File: config.mk
export PLATFORM = sky130hd
export DESIGN_NAME = ksa_ctrl
export DESIGN_NICKNAME = d
export VERILOG_FILES = /design/src/rtl/rc4_pkg.sv /design/src/rtl/ksa_ctrl.sv
export SDC_FILE = /design/constraint.sdc
export NUM_CORES = 1
export LEC_CHECK = 0
export CAP_MARGIN = 20
export CORE_MARGIN = 2
export CORE_UTILIZATION = 50
export DETAILED_ROUTE_END_ITERATION = 10
export PLACE_DENSITY = 0.89
export SLEW_MARGIN = 30
export SYNTH_ARGS = -nofsm -noshare
export SYNTH_HDL_FRONTEND = slang
export SYNTH_SLANG_ARGS = --single-unit
File: constraint.sdc
create_clock -name clk -period 4.1 [get_ports clk]
set_input_delay 0.82 -clock clk [delete_from_list [all_inputs] [get_ports clk]]
set_output_delay 0.82 -clock clk [all_outputs]
set_load 0.005 [all_outputs]
File: src/rtl/rc4_pkg.sv
// rtl/rc4_pkg.sv - shared RC4 types: byte type, KSA state encoding, S-box bounds
package rc4_pkg;

  typedef logic [7:0] byte_t;

  typedef enum logic [2:0] {
    IDLE = 3'd0,
    RD   = 3'd1,
    WAIT = 3'd2,
    CALC = 3'd3,
    REQ  = 3'd4,
    NEXT = 3'd5,
    DONE = 3'd6
  } ksa_state_t;

  localparam byte_t SBOX_LAST = 8'd255;

endpackage

File: src/rtl/ksa_ctrl.sv
// rtl/ksa_ctrl.sv - RC4 key-scheduling loop controller issuing one swap request per index
// Optional macro KSA_SKIP_SELF_SWAP_EN: skip the swap request when i equals the new j.
module ksa_ctrl
  import rc4_pkg::*;
#(
  parameter int KEY_BYTES = 3,
  parameter int READ_LAT  = 2
) (
  input  logic                   clk,
  input  logic                   reset_n,
  input  logic                   start,
  input  logic [8*KEY_BYTES-1:0] secret_key,
  output logic                   busy,
  output logic                   done,
  output logic                   mem_sel,
  output logic [7:0]             mem_address,
  input  logic [7:0]             mem_rdata,
  output logic                   swap_req,
  output logic [7:0]             swap_i,
  output logic [7:0]             swap_j,
  input  logic                   swap_done
);

  localparam int KW = (KEY_BYTES > 1) ? $clog2(KEY_BYTES) : 1;
  localparam int CW = $clog2(READ_LAT + 1) + 1;
  localparam logic [KW-1:0] KEY_LAST  = KW'(KEY_BYTES - 1);
  localparam logic [CW-1:0] WAIT_LAST = CW'(READ_LAT - 1);

  ksa_state_t    state_q, state_d;
  byte_t         i_q, i_d;
  byte_t         j_q, j_d;
  byte_t         s_i_q, s_i_d;
  byte_t         swap_i_q, swap_i_d;
  byte_t         swap_j_q, swap_j_d;
  byte_t         mem_addr_q, mem_addr_d;
  logic [KW-1:0] k_q, k_d;
  logic [CW-1:0] cnt_q, cnt_d;
  byte_t         key_byte;
  byte_t         j_new;

  // Key byte 0 sits in the most significant byte of secret_key.
  always_comb begin
    key_byte = '0;
    for (int b = 0; b < KEY_BYTES; b++) begin
      if (k_q == KW'(b)) key_byte = secret_key[8*(KEY_BYTES-1-b) +: 8];
    end
  end

  assign j_new = j_q + s_i_q + key_byte;

  always_ff @(posedge clk or negedge reset_n) begin
    if (!reset_n) begin
      state_q    <= IDLE;
      i_q        <= '0;
      j_q        <= '0;
      s_i_q      <= '0;
      swap_i_q   <= '0;
      swap_j_q   <= '0;
      mem_addr_q <= '0;
      k_q        <= '0;
      cnt_q      <= '0;
    end else begin
      state_q    <= state_d;
      i_q        <= i_d;
      j_q        <= j_d;
      s_i_q      <= s_i_d;
      swap_i_q   <= swap_i_d;
      swap_j_q   <= swap_j_d;
      mem_addr_q <= mem_addr_d;
      k_q        <= k_d;
      cnt_q      <= cnt_d;
    end
  end

  // The read address is loaded on entry to RD so it is already on the RAM
  // port during RD; WAIT then spans exactly READ_LAT cycles.
  always_comb begin
    state_d    = state_q;
    i_d        = i_q;
    j_d        = j_q;
    s_i_d      = s_i_q;
    swap_i_d   = swap_i_q;
    swap_j_d   = swap_j_q;
    mem_addr_d = mem_addr_q;
    k_d        = k_q;
    cnt_d      = cnt_q;
    case (state_q)
      IDLE: begin
        if (start) begin
          state_d    = RD;
          i_d        = '0;
          j_d        = '0;
          k_d        = '0;
          mem_addr_d = '0;
        end
      end
      RD: begin
        cnt_d   = '0;
        state_d = WAIT;
      end
      WAIT: begin
        if (cnt_q == WAIT_LAST) begin
          s_i_d   = mem_rdata;
          state_d = CALC;
        end else begin
          cnt_d = cnt_q + CW'(1);
        end
      end
      CALC: begin
        j_d      = j_new;
        swap_i_d = i_q;
        swap_j_d = j_new;
`ifdef KSA_SKIP_SELF_SWAP_EN
        state_d  = (j_new == i_q) ? NEXT : REQ;
`else
        state_d  = REQ;
`endif
      end
      REQ: begin
        if (swap_done) state_d = NEXT;
      end
      NEXT: begin
        k_d = (k_q == KEY_LAST) ? '0 : k_q + KW'(1);
        if (i_q == SBOX_LAST) begin
          state_d = DONE;
        end else begin
          i_d        = i_q + 8'd1;
          mem_addr_d = i_q + 8'd1;
          state_d    = RD;
        end
      end
      DONE: state_d = IDLE;
      default: begin
        state_d    = IDLE;
        i_d        = '0;
        j_d        = '0;
        s_i_d      = '0;
        swap_i_d   = '0;
        swap_j_d   = '0;
        mem_addr_d = '0;
        k_d        = '0;
        cnt_d      = '0;
      end
    endcase
  end

  // Outputs decode straight from the state register so reset drops them at once.
  always_comb begin
    busy     = 1'b0;
    done     = 1'b0;
    swap_req = 1'b0;
    mem_sel  = 1'b1;
    case (state_q)
      RD, WAIT, CALC, NEXT: busy = 1'b1;
      REQ: begin
        busy     = 1'b1;
        swap_req = 1'b1;
        mem_sel  = 1'b0;
      end
      DONE: begin
        busy = 1'b1;
        done = 1'b1;
      end
      default: ;
    endcase
  end

  assign mem_address = mem_addr_q;
  assign swap_i      = swap_i_q;
  assign swap_j      = swap_j_q;

endmodule

== After elaboration in Yosys (flattened, before gate mapping) ==
Index checks and enable logic that the tools add are counted.
Storage, ports and cells
  bits in registers: 48
  input port bits: 36
  output and inout port bits: 28
  word-level logic and storage cells: 71
Operators by class
  add/sub/neg operators: 5
  equal/unequal tests: 15
  mux-type cells: 25
  bitwise logic cells: 4
  reduce and logical (&&, ||, !) cells: 14
Operators with widths (number)
  8-bit two-way mux: 6
  8-bit case mux with 2 select lines: 3
  8-bit case mux with 3 select lines: 2
  3-bit case mux with 6 select lines: 1
  6-bit OR reduction: 3
  8-bit adder: 2
  3-bit two-way mux: 5
  5-bit OR reduction: 3
  2-bit inequality test (second input constant): 5
  3-bit == test (second input constant): 3
  8-bit by 1-bit adder with 8-bit output (second input constant): 1
  8-bit == test (second input constant): 1
  2-bit AND reduction: 4
  3-bit by 1-bit == test with 1-bit output (second input constant): 2
  3-bit by 2-bit == test with 1-bit output (second input constant): 2
  2-bit case mux with 3 select lines: 1
  3-bit case mux with 2 select lines: 1
  3-bit AND reduction: 2
  1-bit two-way mux: 4
  2-bit two-way mux: 2
  1-bit inverter: 4
  3-bit by 1-bit adder with 3-bit output (second input constant): 1
  3-bit zero test: 1
  2-bit by 1-bit adder with 2-bit output (second input constant): 1
  other kinds (3): 3

== Depth between registers and ports, before layout ==
Gate-level depths: netlist (run 1).
  depth after elaboration: 6
  gate-level depth with buffers: 13
  depth with buffers taken out: 12

== Worst setup path before layout (run 1) ==
Ideal clock, no wire load.
  kind: register to register
  start point: register k_q[0]
  end point: register swap_j_q[7] (netlist: swap_j[7])
  data arrival time: 2.767 ns
  setup slack: 1.197 ns
  cell stages (with the launch flop): 13
  period minus slack after synthesis: 2.903 ns
  cells stage by stage: dfrtp_1 buf_1 mux2i_1 o21ai_0 fa_1 ha_1 inv_1 fa_1 nor2b_1 o31a_1 o22ai_1 xnor2_1 o21ai_0
On the way
  cells in the longest elaborated chain, start to end: 6
  elaborated cells between the ends (all ways): 8
RTL lines
  from (decl): line ksa_ctrl.sv:36  | logic [KW-1:0] k_q, k_d;
  from (signal assigned): line ksa_ctrl.sv:70  | k_q <= k_d;
  2-bit zero test: line ksa_ctrl.sv:45  | if (k_q == KW'(b)) key_byte = secret_key[8*(KEY_BYTES-1-b) +: 8];
  8-bit two-way mux (2 in a row): line ksa_ctrl.sv:45
  8-bit two-way mux *: line ksa_ctrl.sv:45
  8-bit adder *: line ksa_ctrl.sv:49  | assign j_new = j_q + s_i_q + key_byte;
  8-bit case mux with 2 select lines *: line ksa_ctrl.sv:87  | case (state_q)
  to (signal assigned): line ksa_ctrl.sv:68  | swap_j_q <= swap_j_d;
  to (decl): line ksa_ctrl.sv:34  | byte_t swap_j_q, swap_j_d;
Mark *: on every way between the ends. The rest lies on a longest branch, timed or not.
A chain may end at the register's enable or synchronous reset.

== Worst setup path after layout (run 1) ==
Ends and elaborated chain as after synthesis.

==> results.ini, run 1 <==
[outcome]
run_status = complete, no violations

[finish]
fin_cells = 394
num-nets-final = 376
area.growth.synth_to_final_pct = 27.3
antennaDiodeCount = 0
drive_gt1_share_pct = 4.94

[floorplanning]
design.core.area_um2 = 5170
dieWidth_um = 77.6
initial_core_util_pct = 52.4
num_rows = 26
die_area_um2 = 6020
die_h_um = 77.6
io_pins = 64

[setup_path]
crit_start = k_q[0]
critical_path_buf_inv_count = 1
crit_slowest_cell = dfrtp_1
crit_chain = nor2b_1 > nand2_1 > o21ai_0 > fa_1 > ha_1 > inv_1 > fa_1 > nor2b_1 > o31a_1 > o22ai_1 > xnor2_1 > o21ai_0
critical_path.max_stage_delay_ns = 0.71
crit_path_start_kind = flip-flop
critPathArrivalTime_ns = 3.51
reg2reg_from = k_q[0]
cpLargestDelayFamily = adder cells
path_max_fanout = 13
cp_data_required_time_ns = 4.28
end_kind = flip-flop
worstSetupPathType = flip-flop to flip-flop

[logic_synthesis]
ys_ff_latch = 48
async_reset_ff_share_pct = 100
synth_top_area_share_pct = 44.3
yosysMostFrequentCell = dfrtp_1
syn_inst = 268
syn-mean-instance-area_um2 = 10.1
synthFlopType = dfrtp_1
netlist_top_cells_area = dfrtp_1 44%, a22o_1 6.5%, fa_1 5.9%
synth_warnings = 0
synth_edf_count = 0
synthTopCellsByCount = 48 x dfrtp_1, 31 x nand2_1, 20 x a22o_1
synthesis.area_um2 = 2710
synth-seq-area-share_pct = 44.3
synth.distinct_cells = 46
yosys.area.top_type = dfrtp_1
synth_nets = 321

[sta]
period_needed_ns = 3.34
fin_crit_sh_pct = 81.3
setup_tns_ns = 0
worst_slew_pin_slew_ns = 0.709
relSlewSlack_pct = 52.5
finalHoldViolCount = 0
setup_violations = 0
fmax_mhz = 300
finalClockSkew_ns = 0.00676
slew_violations = 0
rsz0062_at_grt = false

[cts]
clock_latency_ns = 0.31
cts_num_sinks = 48
clk_pin_slew_ns = 0.09
cts_buffers = 5
ctsResizeCount = 0
clock_path_buffers = 2
cts_htree_levels = 2
root_buffer = clkbuf_8
tritoncts = yes
postCtsHoldBufs = 0
cts_setup_buffers = 0

[drt]
top_layer = met4
m1WireLength_mm = 2.86
vias = 2197
dr_wl_met3_um = 329
wire_per_inst_um = 16.5
drc = 0
firstDrtPassIters = 4
finalWirelength_mm = 6.49
wl_met2_mm = 3.19
final_antenna_net_count = 0
first_iter_violations = 189
via_per_inst = 5.58

[power_and_ir_drop]
p_leak_nw = 1.53
finalPower_w = 0.00244
p_per_area_nw_per_um2 = 707
peakVddDrop_uv = 376

[place]
portBuffers = 63
gp_congestion = 0.826
post-dp-hpwl_mm = 4.69
placed_cells = 386

[global_route]
overflow = 0
antenna_found_initial = 0
grt_max_degree = 49
grt_pass1_wl_mm = 10.6
grtUsageTotal_pct = 22.4
grt_pass1_vias = 2230

[flow_run]
cap_violations = 0

[worst_hold_path]
hold_path.class = flip-flop to flip-flop
hold_start = swap_j[3]

-- cell usage in the layout, fill, tap and decap left out, types with 2 or more instances in the layout --
master | netlist | final
clkdlybuf4s50_1 | 0 | 62
a211oi_2 | 2 | 2
xnor2_1 | 9 | 9
nor2_1 | 14 | 14
mux2i_1 | 8 | 8
a22o_1 | 20 | 20
ha_1 | 9 | 9
and3b_1 | 2 | 2
nand2b_1 | 5 | 5
a21oi_1 | 10 | 10
clkinvlp_4 | 0 | 2
a31oi_1 | 2 | 2
clkbuf_8 | 0 | 6
nand3b_1 | 2 | 2
fa_1 | 8 | 8
inv_1 | 12 | 12
o22ai_1 | 3 | 3
nor3b_1 | 3 | 3
a211oi_1 | 2 | 2
or2_2 | 2 | 2
nor2b_1 | 5 | 5
o21ai_0 | 18 | 18
dfrtp_1 | 48 | 48
nand3_1 | 5 | 5
o21ai_1 | 3 | 3
nor3_1 | 3 | 3
and2_1 | 4 | 4
nand2_1 | 31 | 31
a21o_1 | 7 | 7
-- metal layers --
layer	up-vias	track usage (%)
met5	-	0
met4	0	8.39
met3	10	5.35
met2	63	37.4
met1	1070	28.1
li1	1054	-
-- report_power, final --
part | total [W] | switching (W) | internal (W) | leakage [nW]
Combinational | 0.00132 | 0.000669 | 0.000651 | 0.850
Clock | 0.000305 | 0.000169 | 0.000137 | 0.0434
Sequential | 0.000813 | 0.000192 | 0.000621 | 0.635
Total | 0.00244 | 0.00103 | 0.00141 | 1.53
-- per-stage QoR --
stage / worst slack (ns) / util (%) / area [µm²] / hold WS [ns]
finish: 0.765 / 66.7 / 3450 / 0.484
detailed placement: 0.571 / 64.8 / 3350 / 0.465
CTS: 0.791 / 66.7 / 3450 / 0.488
floorplan: 1.20 / - / 2710 / 0.444
global placement: 0.709 / 64.8 / 3350 / 0.461
global route: 0.479 / 66.7 / 3450 / 0.509
-- logic make-up after synthesis --
| family | after synthesis | share of synthesized area [%] |
|---|---|---|
| fa+ha+maj | 17 | 10.1 |
| xor+xnor | 10 | 3.23 |
| buf+inv | 27 | 4.34 |
| compound gates | 77 | 20.2 |
| mux | 8 | 2.95 |
| simple gates | 81 | 14.9 |
| flops | 48 | 44.3 |
-- flip-flops by register name (all words and copies together) (netlist names) --
signal / count
j_q: 8
mem_address: 8
s_i_q: 8
swap_i: 8
swap_j: 8
cnt_q: 3
state_q: 3
k_q: 2
-- layout make-up --
| cell class | instances | area (µm²) |
|---|---|---|
| inverter | 12 | 45.0 |
| clock inverter | 2 | 15.0 |
| fill | 394 | 1720 |
| sequential | 48 | 1200 |
| timing repair buffer | 63 | 628 |
| clock buffer | 6 | 82.6 |
| tap | 70 | 87.6 |
| multi-input combinational | 193 | 1390 |
-- worst paths after layout --
path                       slack (ns)         to  depth (start not counted)
max                              0.76  swap_j[7]                         12
min                              0.48  swap_j[3]                          1
max reg2reg                      0.76  swap_j[7]                         12
min reg2reg                      0.48  swap_j[3]                          1
max in group asynchronous        3.18   cnt_q[1]                          1
min in group asynchronous        0.51  swap_j[4]                          1
-- worst reg2reg max path, stage by stage, from the launching register on --
cell and delay, ns:
dfrtp_1 0.71, nor2b_1 0.30, nand2_1 0.14, o21ai_0 0.14, fa_1 0.53, ha_1 0.16, inv_1 0.05, fa_1 0.38
nor2b_1 0.23, o31a_1 0.19, o22ai_1 0.10, xnor2_1 0.17, o21ai_0 0.10
Power figures use the tool's default switching activity.
==> inputs of run 2 (changes only) <==
--- a/config.mk
+++ b/config.mk
@@ -7,9 +7,9 @@
 export LEC_CHECK = 0
 export CAP_MARGIN = 20
 export CORE_MARGIN = 2
-export CORE_UTILIZATION = 50
+export CORE_UTILIZATION = 45
 export DETAILED_ROUTE_END_ITERATION = 10
-export PLACE_DENSITY = 0.89
+export PLACE_DENSITY = 0.85
 export SLEW_MARGIN = 30
 export SYNTH_ARGS = -nofsm -noshare
 export SYNTH_HDL_FRONTEND = slang
==> constraint.sdc (replaced) <==
create_clock -name clk -period 2.8 [get_ports clk]
set_input_delay 0.56 -clock clk [delete_from_list [all_inputs] [get_ports clk]]
set_output_delay 0.56 -clock clk [all_outputs]
set_load 0.005 [all_outputs]
==> run 2 against run 1 <==
  * First-iteration DRC count decreased by 36%
  * Clock-buffer cell count decreased by 1
  * Core utilization decreased by 4.9 points
  * Fmax increased by 21%
  * Critical path depth unchanged
  * Power increased by 66%
  * Non-clock buffer count increased by 14
  * Via count increased by 6.7%
  * Routed wire length increased by 7.8%
  * Worst setup slack got worse by 0.73 ns
  * Cell count increased by 4.6%
  * Critical path type unchanged
  * Critical endpoint is now swap_j[5]
  * Highest routed layer unchanged
==> results.ini, run 2 (synthesis results as in run 1) <==
[setup_path]
crit_slowest_cell = fa_1
rrSetupSlack_ns = 0.03
crit_chain = buf_6 > mux2i_1 > o21ai_1 > fa_1 > ha_2 > inv_2 > fa_2 > nor2b_2 > buf_4 > o21ai_0 > a211oi_1 > a21o_1
worstSetupPathType = flip-flop to flip-flop
reg2reg_from = k_q[0]
cp_data_required_time_ns = 3.04
end_kind = flip-flop
rr_endpoint = swap_j[5]
r2r_cells = 12
critical_path.max_stage_delay_ns = 0.53
path_max_fanout = 3
critPathArrivalTime_ns = 3.01
crit_path_start_kind = flip-flop
crit_start = k_q[0]

[place]
post-dp-hpwl_mm = 5.03
placed_cell_area_um2 = 3450
portBuffers = 63
placed_cells = 403
gp_congestion = 0.885
pre_cts_slack_ns = -0.380

[cts]
root_buffer = clkbuf_8
cts_num_sinks = 48
clock_latency_ns = 0.30
cts_htree_levels = 2
cts_buffers = 5
tritoncts = yes
clock_path_buffers = 2
clk_pin_slew_ns = 0.09

[power_and_ir_drop]
p_leak_nw = 1.66
p_per_area_nw_per_um2 = 1120
peakVddDrop_uv = 582

[floorplanning]
num_rows = 28
initial_core_util_pct = 46.0
dieWidth_um = 81.6
die_area_um2 = 6660
die_h_um = 81.6
design.core.area_um2 = 5890
io_pins = 64

[drt]
first_iter_violations = 121
finalWirelength_mm = 7.00
drc = 0
wire_per_inst_um = 17.0
vias = 2344
via_per_inst = 5.69
firstDrtPassIters = 4
final_antenna_net_count = 0

[sta]
slew_violations = 0
setup_violations = 0
finalClockSkew_ns = 0.0109
setup_ws_ns = 0.0331
fin_crit_sh_pct = 98.8
fmax_mhz = 361
period_needed_ns = 2.77
relSlewSlack_pct = 52.2
worst_slew_pin_slew_ns = 0.714
finalHoldViolCount = 0
rsz0062_at_grt = true

[global_route]
grtUsageTotal_pct = 22.4
grt_pass1_wl_mm = 11.3
antenna_found_initial = 0
overflow = 0
grt_pass1_vias = 2391
grt_max_degree = 28

[finish]
most-common-layout-cells = 60 x clkdlybuf4s50_1, 48 x dfrtp_1, 31 x nand2_1
num-nets-final = 390
mostFrequentLayoutCell = clkdlybuf4s50_1
drive_gt1_share_pct = 11.6
fin_area_um2 = 3640
fillers = 491
antennaDiodeCount = 0
fin_cells = 412
area.growth.synth_to_final_pct = 34.2

[worst_hold_path]
hold_path.class = input port to asynchronous set/reset pin

[outcome]
run_status = complete, no violations

[flow_run]
cap_violations = 0

[run 2: power by group]
group / leakage, nW / switching (W) / internal, W
logic: 0.957 / 0.00122 / 0.00115
clock network: 0.0642 / 0.000226 / 0.000352
registers: 0.635 / 0.000199 / 0.000912
[run 2: how the worst max path moves through the flow]
stage / to / slack (ns)
after CTS: j_q[7] / -0.01
after global placement: swap_j[7] / -0.28
final: swap_j[5] / 0.03
after floorplan: swap_j[7] / 0.09
after detailed placement: swap_j[7] / -0.38
after global routing: swap_j[7] / -0.13
[run 2: routing by layer]
layer  global-route usage, %  share of wire [%]  up-vias
met5                       0                  0        -
li1                        -                  -     1085
met3                    3.63                6.4       16
met2                    38.6                 51      105
met4                    8.00                2.6        0
met1                    28.5                 40     1138
[run 2: critical path, delay by kind of cell (launching register included)]
kind / cells / cell delay (ns)
buffers and inverters: 3 / 0.28
flip-flops: 1 / 0.40
AO/OA/AOI/OAI: 4 / 0.58
AND/OR/NAND/NOR: 1 / 0.14
adder cells (fa/ha/maj): 3 / 1.12
multiplexers: 1 / 0.17
[run 2: cell type report]
class                   instances  area [µm²]  share of cell area [%]
well taps                      75        93.8                    2.58
clock buffers                   5        68.8                    1.89
flip-flops and latches         48        1200                    33.0
repair buffers                 77         739                    20.3
inverters                      12        45.0                    1.24
multi-input cells             193        1430                    39.3
clock inverters                 2        60.1                    1.65
[run 2: metrics by stage]
step	TNS, ns	utilization (%)	power [W]	hold WS, ns
floorplan	0	-	0.00251	0.264
global placement	-2.36	58.6	0.00315	0.467
detailed placement	-3.23	58.6	0.00325	0.473
CTS	-0.0179	61.1	0.00391	0.226
global route	-0.604	61.8	0.00436	0.247
finish	0	61.8	0.00406	0.216
[run 2: repair_timing]
action | CTS | global route
buffers inserted | 1 | 1
setup endpoints to repair | 8 | 8
hold buffers | 0 | 0
pin swaps | 3 | 8
gates resized for setup | 8 | 9
hold endpoints to repair | 0 | 0
==> edit, RTL diff (settings of run 2) <==
Encoding of `ksa_state_t`: now one-hot (7 bits for 7 states).
--- a/src/rtl/rc4_pkg.sv
+++ b/src/rtl/rc4_pkg.sv
@@ -3,14 +3,14 @@
 
   typedef logic [7:0] byte_t;
 
-  typedef enum logic [2:0] {
-    IDLE = 3'd0,
-    RD   = 3'd1,
-    WAIT = 3'd2,
-    CALC = 3'd3,
-    REQ  = 3'd4,
-    NEXT = 3'd5,
-    DONE = 3'd6
+  typedef enum logic [6:0] {
+    IDLE = 7'b0000001,
+    RD   = 7'b0000010,
+    WAIT = 7'b0000100,
+    CALC = 7'b0001000,
+    REQ  = 7'b0010000,
+    NEXT = 7'b0100000,
+    DONE = 7'b1000000
   } ksa_state_t;
 
   localparam byte_t SBOX_LAST = 8'd255;
Function: no difference found for any inputs over 10 cycles, from zero or initial values and one cycle with reset_n low; not proved beyond that.
==> edit against run 2 <==
- cell count rose by 6.3%
- critical endpoint is now swap_j[7]
- critical path depth did not move
- highest routed layer unchanged
- critical path type is now primary input to flip-flop
- synthesized area rose by 9.9%
- routed wire length rose by 5.9%
- count of clock-buffer cells in the layout rose by 1
- cell area rose by 7.9%
- setup slack improved by 0.0071 ns
- sequential cell count rose by 4
Power is not compared: it rests on default switching activity, and its combinational part moved more than twofold at a synthesized area within 25%.
==> edit: results (changes against run 2) <==
- Vias in the first global route: 2550 (+6.6%)
- Ratio of cells with drive above 1 in the final layout: 14.13% (+2.6 points)
- Setup crit end kind: flip-flop
- Crit-path max FO: 2 (-1)
- CP arrival: 2.95 ns (-0.06 ns)
- Post-Route WL: 7408 um (+5.9%)
- Post-DR vias/cell: 5.845 (+2.7%)
- Post-synth top cells: 51 x dfrtp_1, 23 x a22o_1, 23 x nand2_1
- Largest net degree at the start of global routing: 37 (+32%)
- Initial DRC count: 142 (+17%)
- Synthesized area per cell: 10.53 um2 (+4.1%)
- Initial antenna violation count: 0 (unchanged)
- RePlAce Congestion: 0.8202 (-7.3%)
- DR WL/cell: 16.91 um (-0.41%)
- Leading cell type by number of instances after synthesis: dfrtp_1
- Seq/Total Area, Yosys: 43.72% (-0.60 points)
- Number of distinct library cells after synthesis: 54 (+17%)
- Global-route wire length before repair: 12020 um (+6.3%)
- Setup skew after layout: 0.007562 ns (-0.003386 ns)
- Final Hold Slack: 0.3182 ns (+0.1024 ns)
- Top FF cell, synth: dfrtp_1
- Status: completed
- Syn Nets: 336 (+4.7%)
- Setup WS pre-CTS: -0.4295 ns (-0.04943 ns)
- Clock transition at the registers of the reported paths: 0.10 ns
- Top cells by area, synth: dfrtp_1 43%, a22o_1 6.8%, fa_1 5.4%, ha_1 3.8%, o21ai_0 3.7%
- H-Tree Level Count: 2 (unchanged)
- # diodes: 0 (unchanged)
- Later-pin clock latency in the skew report: 0.31 ns
- FF-to-FF setup slack: 0.05 ns (+0.02 ns)
- Clock root buffer: clkbuf_8
- Slowest stage delay, CP: 0.49 ns (-0.04 ns)
- Antenna-violating nets left: 0 (unchanged)
- Placed Instances: 428 (+6.2%)
- Overall routing resource usage: 20.93% (-1.5 points)
- TritonCTS Buffers: 5 (unchanged)
- Leak pwr: 1.749 nW
- DP Area: 3757 um2 (+9.0%)
- Longest Clk Path Bufs: 2 (unchanged)
- R2R Path Start: k_q[0]
- Reg2Reg Capture Point: swap_j[7]
- Post-CTS Setup Repair Bufs: 0 (-1)
- Worst-margin pin slew: 0.7830 ns (+0.06899 ns)
- Hold crit path type: primary input to async pin
- CP delay by family, top: adder cells
- Fillers: 526 (+7.1%)
- DP HPWL: 5296 um (+5.2%)
- Multi-input logic area: 1603 um2 (+12%)
- # nets final: 413 (+5.9%)
==> edit: where the power goes <==
| group | switching (mW) | internal [mW] |
|---|---|---|
| Combinational | 0.421 | 0.291 |
| Clock | 0.256 | 0.203 |
| Sequential | 0.0695 | 0.785 |
==> edit: kinds of logic (layout without fill, tap and decap cells) <==
kind of cell / Yosys count / after routing / synth area share, %
AO/OA/AOI/OAI: 91 / 91 / 22.30
AND/OR/NAND/NOR: 80 / 80 / 14.78
flip-flops: 52 / 52 / 43.72
buffers and inverters: 25 / 103 / 4.284
adder cells (fa/ha/maj): 17 / 17 / 9.156
multiplexers: 10 / 10 / 3.402
XOR/XNOR: 8 / 8 / 2.352
==> edit: final cells by class <==
| type | count | area share (%) |
|---|---|---|
| repair buffers | 84 | 20.02 |
| inverters | 11 | 1.052 |
| flip-flops and latches | 52 | 33.18 |
| well taps | 77 | 2.455 |
| clock inverters | 2 | 0.3507 |
| clock buffers | 6 | 2.104 |
| multi-input cells | 206 | 40.84 |
==> edit: per-layer routing <==
metal  up-vias  global-route usage (%)  wire length (um)
met3         8                   5.447               543
met5         -                       0                 0
met4         0                   5.195                83
met1      1278                   27.69              3148
li1       1185                       -                 -
met2        89                   34.52              3631
==> edit: worst max-delay path by stage <==
| stage | start | end | slack [ns] | depth (start not counted) |
|---|---|---|---|---|
| final | secret_key[9] | swap_j[7] | 0.04 | 12 |
| after global routing | k_q[0] | swap_j[7] | -0.08 | 11 |
| after CTS | secret_key[9] | swap_j[7] | 0.004 | 12 |
| after detailed placement | secret_key[18] | j_q[6] | -0.43 | 10 |
| after global placement | secret_key[10] | j_q[6] | -0.35 | 10 |
| after floorplan | k_q[0] | swap_j[7] | 0.08 | 12 |
